## src/rtl/rv32i_types.sv

```systemverilog
// Shared types and constants for the L2 eviction-write-buffer drain path.
// Holds the drain FSM state encoding and the default line/beat geometry.
package rv32i_types;

  localparam int EWB_LINE_WIDTH = 256;
  localparam int EWB_BEAT_WIDTH = 64;
  localparam int EWB_ADDR_WIDTH = 32;

  typedef enum logic [1:0] {
    ST_IDLE,
    ST_REQ,
    ST_BURST,
    ST_POP
  } ewb_drain_state_t;

  // Clears the byte-offset bits so memory always sees the start of the line.
  function automatic logic [EWB_ADDR_WIDTH-1:0] line_align(
    input logic [EWB_ADDR_WIDTH-1:0] addr,
    input int unsigned               line_bytes
  );
    return addr & ~(EWB_ADDR_WIDTH'(line_bytes) - EWB_ADDR_WIDTH'(1));
  endfunction

endpackage

```

## src/rtl/ewb_burst_serializer.sv

```systemverilog
// Holds one evicted line and presents it one beat at a time, lowest beat first.
// The beat index advances once per accepted beat and restarts on every load.
module ewb_burst_serializer
  import rv32i_types::*;
#(
  parameter int WIDTH = EWB_LINE_WIDTH,
  parameter int BEAT  = EWB_BEAT_WIDTH
) (
  input  logic             clk,
  input  logic             rst,
  input  logic             load_i,
  input  logic [WIDTH-1:0] data_i,
  input  logic             adv_i,
  output logic [BEAT-1:0]  beat_o,
  output logic             last_o
);

  localparam int BEATS = WIDTH / BEAT;
  localparam int IDX_W = (BEATS > 1) ? $clog2(BEATS) : 1;

  logic [BEATS-1:0][BEAT-1:0] line_q;
  logic [IDX_W-1:0]           idx_q;

  // NOTE: the line register is reset like every other flop so the burst bus is
  // never X after reset; a true RAM array would not get a reset.
  always_ff @(posedge clk or posedge rst) begin
    if (rst) begin
      line_q <= '0;
      idx_q  <= '0;
    end else if (load_i) begin
      line_q <= data_i;
      idx_q  <= '0;
    end else if (adv_i) begin
      idx_q  <= idx_q + 1'b1;
    end
  end

  assign beat_o = line_q[idx_q];
  assign last_o = (idx_q == IDX_W'(BEATS - 1));

endmodule

```

## src/rtl/ewb_drain.sv

```systemverilog
// Drains the oldest dirty line of the L2 eviction write buffer to memory as a beat burst,
// popping it only after the last beat is accepted. Define EWB_DRAIN_PERF_EN for perf counters.
module ewb_drain
  import rv32i_types::*;
#(
  parameter int WIDTH = EWB_LINE_WIDTH,
  parameter int BEAT  = EWB_BEAT_WIDTH
) (
  input  logic             clk,
  input  logic             rst,
  input  logic             ewb_empty_i,
  input  logic [WIDTH-1:0] ewb_data_i,
  input  logic [31:0]      ewb_addr_i,
  output logic             ewb_yumi_o,
  output logic             drain_req_o,
  input  logic             drain_grant_i,
  output logic [31:0]      mem_address_o,
  output logic [BEAT-1:0]  mem_burst_o,
  output logic             mem_write_o,
  input  logic             mem_resp_i
`ifdef EWB_DRAIN_PERF_EN
  ,
  output logic [31:0]      lines_drained_o,
  output logic [31:0]      grant_wait_o
`endif
);

  ewb_drain_state_t state_q, state_d;
  logic [31:0]      addr_q, addr_d;
  logic             load;
  logic             adv;
  logic [BEAT-1:0]  beat;
  logic             last_beat;

  ewb_burst_serializer #(
    .WIDTH (WIDTH),
    .BEAT  (BEAT)
  ) u_serializer (
    .clk    (clk),
    .rst    (rst),
    .load_i (load),
    .data_i (ewb_data_i),
    .adv_i  (adv),
    .beat_o (beat),
    .last_o (last_beat)
  );

  // NOTE: state flops use non-blocking assignments so every register samples
  // the pre-edge values, independent of process ordering.
  always_ff @(posedge clk or posedge rst) begin
    if (rst) begin
      state_q <= ST_IDLE;
      addr_q  <= '0;
    end else begin
      state_q <= state_d;
      addr_q  <= addr_d;
    end
  end

  // NOTE: every signal driven here gets a default first; a path that leaves one
  // unassigned would infer a latch.
  always_comb begin
    state_d       = state_q;
    addr_d        = addr_q;
    load          = 1'b0;
    adv           = 1'b0;
    ewb_yumi_o    = 1'b0;
    drain_req_o   = 1'b0;
    mem_write_o   = 1'b0;
    mem_address_o = '0;
    mem_burst_o   = '0;
    unique case (state_q)
      ST_IDLE: begin
        if (!ewb_empty_i) state_d = ST_REQ;
      end
      ST_REQ: begin
        drain_req_o = 1'b1;
        // The head is snapshotted at grant; later head changes cannot tear the burst.
        if (drain_grant_i) begin
          load    = 1'b1;
          addr_d  = line_align(ewb_addr_i, WIDTH / 8);
          state_d = ST_BURST;
        end
      end
      ST_BURST: begin
        drain_req_o   = 1'b1;
        mem_write_o   = 1'b1;
        mem_address_o = addr_q;
        mem_burst_o   = beat;
        if (mem_resp_i) begin
          adv = 1'b1;
          if (last_beat) state_d = ST_POP;
        end
      end
      ST_POP: begin
        // Pop only now, so the line stayed hittable in the buffer for the whole write.
        ewb_yumi_o = 1'b1;
        state_d    = ST_IDLE;
      end
      default: state_d = ST_IDLE;
    endcase
  end

`ifdef EWB_DRAIN_PERF_EN
  logic [31:0] lines_drained_q;
  logic [31:0] grant_wait_q;

  always_ff @(posedge clk or posedge rst) begin
    if (rst) begin
      lines_drained_q <= '0;
      grant_wait_q    <= '0;
    end else begin
      if (state_q == ST_POP && lines_drained_q != '1)
        lines_drained_q <= lines_drained_q + 32'd1;
      if (state_q == ST_REQ && !drain_grant_i && grant_wait_q != '1)
        grant_wait_q <= grant_wait_q + 32'd1;
    end
  end

  assign lines_drained_o = lines_drained_q;
  assign grant_wait_o    = grant_wait_q;
`endif

`ifndef SYNTHESIS
  // The arbiter must keep the grant for the whole burst; the FSM carries on regardless.
  grant_held_in_burst : assert property (
    @(posedge clk) disable iff (rst) (state_q == ST_BURST) |-> drain_grant_i
  );
`endif

endmodule
```

## config.mk

```make
export PLATFORM = sky130hd
export DESIGN_NAME = ewb_drain
export DESIGN_NICKNAME = d
export VERILOG_FILES = /design/src/rtl/rv32i_types.sv /design/src/rtl/ewb_burst_serializer.sv /design/src/rtl/ewb_drain.sv
export SDC_FILE = /design/constraint.sdc
export NUM_CORES = 1
export LEC_CHECK = 0
export CAP_MARGIN = 20
export CORE_ASPECT_RATIO = 1.2
export CORE_UTILIZATION = 49
export CTS_BUF_LIST = sky130_fd_sc_hd__clkbuf_8
export DETAILED_ROUTE_END_ITERATION = 10
export GPL_TIMING_DRIVEN = 1
export HOLD_SLACK_MARGIN = 0.1
export PLACE_DENSITY_LB_ADDON = 0.08
export SLEW_MARGIN = 10
export SYNTH_ARGS = -nofsm -noshare
export SYNTH_HDL_FRONTEND = slang
export SYNTH_SLANG_ARGS = --single-unit
```

## constraint.sdc

```tcl
create_clock -name clk -period 14.8 [get_ports clk]
set_input_delay 3.7 -clock clk [delete_from_list [all_inputs] [get_ports clk]]
set_output_delay 3.7 -clock clk [all_outputs]
set_load 0.01 [all_outputs]
```

==> out/results.tsv <==
metric	value	unit
status	finished, final reports clean	
drv_slew	0	
multi_input_area	0.00540	mm²
num_vias	8125	
yosysSeqAreaShare	0.556	
cts_tree	built	
route.final.wire_length	30800	µm
synthCells	810	
fin_ws	7.63	ns
leakagePower	7.45	nW
ant_nets	0	
path_cells	buf_4 -> mux4_2 -> and2_1 -> clkdlybuf4s50_1	
cts_hold_buf	0	
n_fill_cell	1846	
regToRegSetupSlack	11.03	ns
remaining_drc_errors	0	
gr-total-overflow	0	
h-tree-depth	2	
power_frac_seq	0.392	
cts_buffers	48	
start_util	0.502	
setup_viol	0	
io_pins	392	
crit_path_end_kind	primary output	
rsz0062_at_grt	no	
grt_usage	0.231	
cap_violations	0	
synthMuxAreaShare	0.361	
numClockSinks	287	
post-route-min-period	7.17	ns
syn_avg_cell_area	15.9	µm²
rows	64	
root_buffer	clkbuf_8	
swShare	0.290	
start_kind	flop	
postCtsSetupBuffers	0	
io_buffers	381	
drtPass1Iterations	4	
grt_pass1_wl	47700	µm
synthAdderAreaFrac	0.00678	
slowest_delay	0.81	ns
via_per_inst	5.20	
core	0.0257	mm²
path_class	reg -> out	
area_delta_synth_final	38.7	%
synthTopCellsByArea	dfrtp_1 (56%), mux2_2 (25%), mux4_2 (11%)	
placedCellCount	1472	
finalNonFillerCells	1563	
grt_max_degree	165	
synth-seq-cells	287	
fin_setup_tns	0	ns
tightest_slew	0.961	ns
p_per_area	201	mW/mm²
hp-class	reg -> reg	
synth_top_area_frac	0.556	
cellInternalPower	2.55	mW
clk_latency	0.55	ns
path_clk_slew	0.06	ns
fin_worst_skew	0.0107	ns
required	11.10	ns
clockBufferDepth	3	
hpwl	20400	µm
yosys_warnings	0	
synth_top_area_cell	dfrtp_1	
drive_gt1_frac	0.350	
comb_power_share	0.417	
critPathMaxFanout	43	
netSwitchingPower	1.04	mW
arrival	3.47	ns
nNetsFinal	1493	
synth_compound_area_frac	0.00145	
slew_headroom	0.359	
post_cts_resized	0	
syn_area	0.0129	mm²
pre_cts_slack	7.41	ns
fmax	140	MHz
gp_congestion	0.746	
cpMaxStageDelayCell	buf_4	
die_y	180	µm
post_synth_and_or_nand_nor_area_fraction	0.0462	
synthXorXnorAreaFrac	0.000678	
die_w	150	µm
vdd_drop_max	0.107	mV
wl_per_cell	19.7	µm
first_global_vias	8873	
antenna_found_initial	6	
yosysUniqueCellTypes	18	
drt_iter0_markers	253	
hold_viol	0	
synth_top_family_by_area	multiplexers	
register_area	0.00719	mm²
dieArea	0.0270	mm²
post-route-period-util	0.484	
pwr-share-clk	0.192	
## state kept, by name (all words and copies together) (netlist names)
| signal | cells |
|---|---|
| addr_q | 27 |
| state_q | 2 |
| u_serializer.idx_q | 2 |
| u_serializer.line_q | 256 |
## cells in the mapped netlist
master / number
and2_1: 91
mux4_2: 64
o2111ai_1: 1
clkbuf_1: 11
ha_1: 7
buf_2: 38
xor2_1: 1
dfrtp_1: 287
inv_1: 4
nor2_1: 1
conb_1: 1
mux2_2: 284
buf_4: 5
nand2b_1: 2
mux2i_1: 2
buf_6: 6
a21oi_1: 2
nand2_1: 3
## power groups by stage
stage | clock network, mW | logic (mW) | registers, mW
global placement | 0 | 1.49 | 1.40
finish | 0.689 | 1.50 | 1.41
CTS | 0.710 | 1.52 | 1.41
global route | 0.746 | 1.62 | 1.46
floorplan | 0 | 1.09 | 1.32
detailed placement | 0 | 1.51 | 1.42
## worst paths after layout
check,from,end,cells after the start
worst max-delay path,u_serializer.idx_q[0]$_DFFE_PP0P_,mem_burst_o[1],4
worst min-delay path,addr_q[6]$_DFFE_PP0P_,addr_q[6]$_DFFE_PP0P_,1
worst max register to register,state_q[1]$_DFFE_PP0P_,u_serializer.line_q[70]$_DFFE_PP0P_,7
worst min register to register,addr_q[6]$_DFFE_PP0P_,addr_q[6]$_DFFE_PP0P_,1
max in group asynchronous,rst,u_serializer.line_q[227]$_DFFE_PP0P_,3
min in group asynchronous,rst,u_serializer.line_q[86]$_DFFE_PP0P_,2
## cells in the final DEF, fill, tap and decap left out
master and n:
buf_4 6, and2_1 91, nand2b_1 2, ha_2 1
clkdlybuf4s50_1 381, clkinv_2 4, buf_12 1, dfrtp_2 1
conb_1 5, mux4_2 64, ha_1 6, nor2_1 1
a21oi_1 2, dfrtp_1 285, inv_1 18, buf_16 1
nand2_4 1, inv_8 1, nand2_1 2, xor2_1 1
mux2i_1 2, diode_2 7, mux2_2 284, dfrtp_4 1
clkbuf_8 64, o2111ai_1 1
## per-stage QoR
step           utilization  instance area (µm²)  total power, mW  hold WS, ns
2_1_floorplan            -                12900             2.41        0.471
3_3_place_gp         0.658                16900             2.89        0.479
3_5_place_dp         0.658                16900             2.94        0.486
4_1_cts              0.695                17900             3.64        0.499
5_1_grt              0.696                17900             3.82        0.505
6_report             0.697                17900             3.59        0.496
## per-layer routing
| metal | track usage | part of all wire | vias to the layer above |
|---|---|---|---|
| met1 | 0.271 | 0.38 | 4110 |
| met5 | 0 | 0 | - |
| met4 | 0.102 | 0.031 | 0 |
| li1 | - | - | 3674 |
| met3 | 0.0734 | 0.082 | 63 |
| met2 | 0.385 | 0.50 | 278 |
## cells by family after synthesis
kind of cell,Yosys count
XOR/XNOR,1
flip-flops,287
multiplexers,350
buffers and inverters,64
AO/OA/AOI/OAI,3
other,1
AND/OR/NAND/NOR,97
adder cells (fa/ha/maj),7
## worst max-delay path: cells and delay by family, from the launching register on
kind | cells | cell delay (ns)
buffers and inverters | 2 | 1.35
DFF | 1 | 0.76
muxes | 1 | 0.61
and+or+nand+nor | 1 | 0.17
## final cells by class
type / instances / share of cell area
sequential: 287 / 0.401
multi-input combinational: 463 / 0.302
timing repair buffer: 389 / 0.218
clock buffer: 64 / 0.0492
tap: 330 / 0.0231
clock inverter: 19 / 0.00426
inverter: 4 / 0.00126
antenna: 7 / 0.000978
Note: power is estimated with default switching activity, not from simulation.
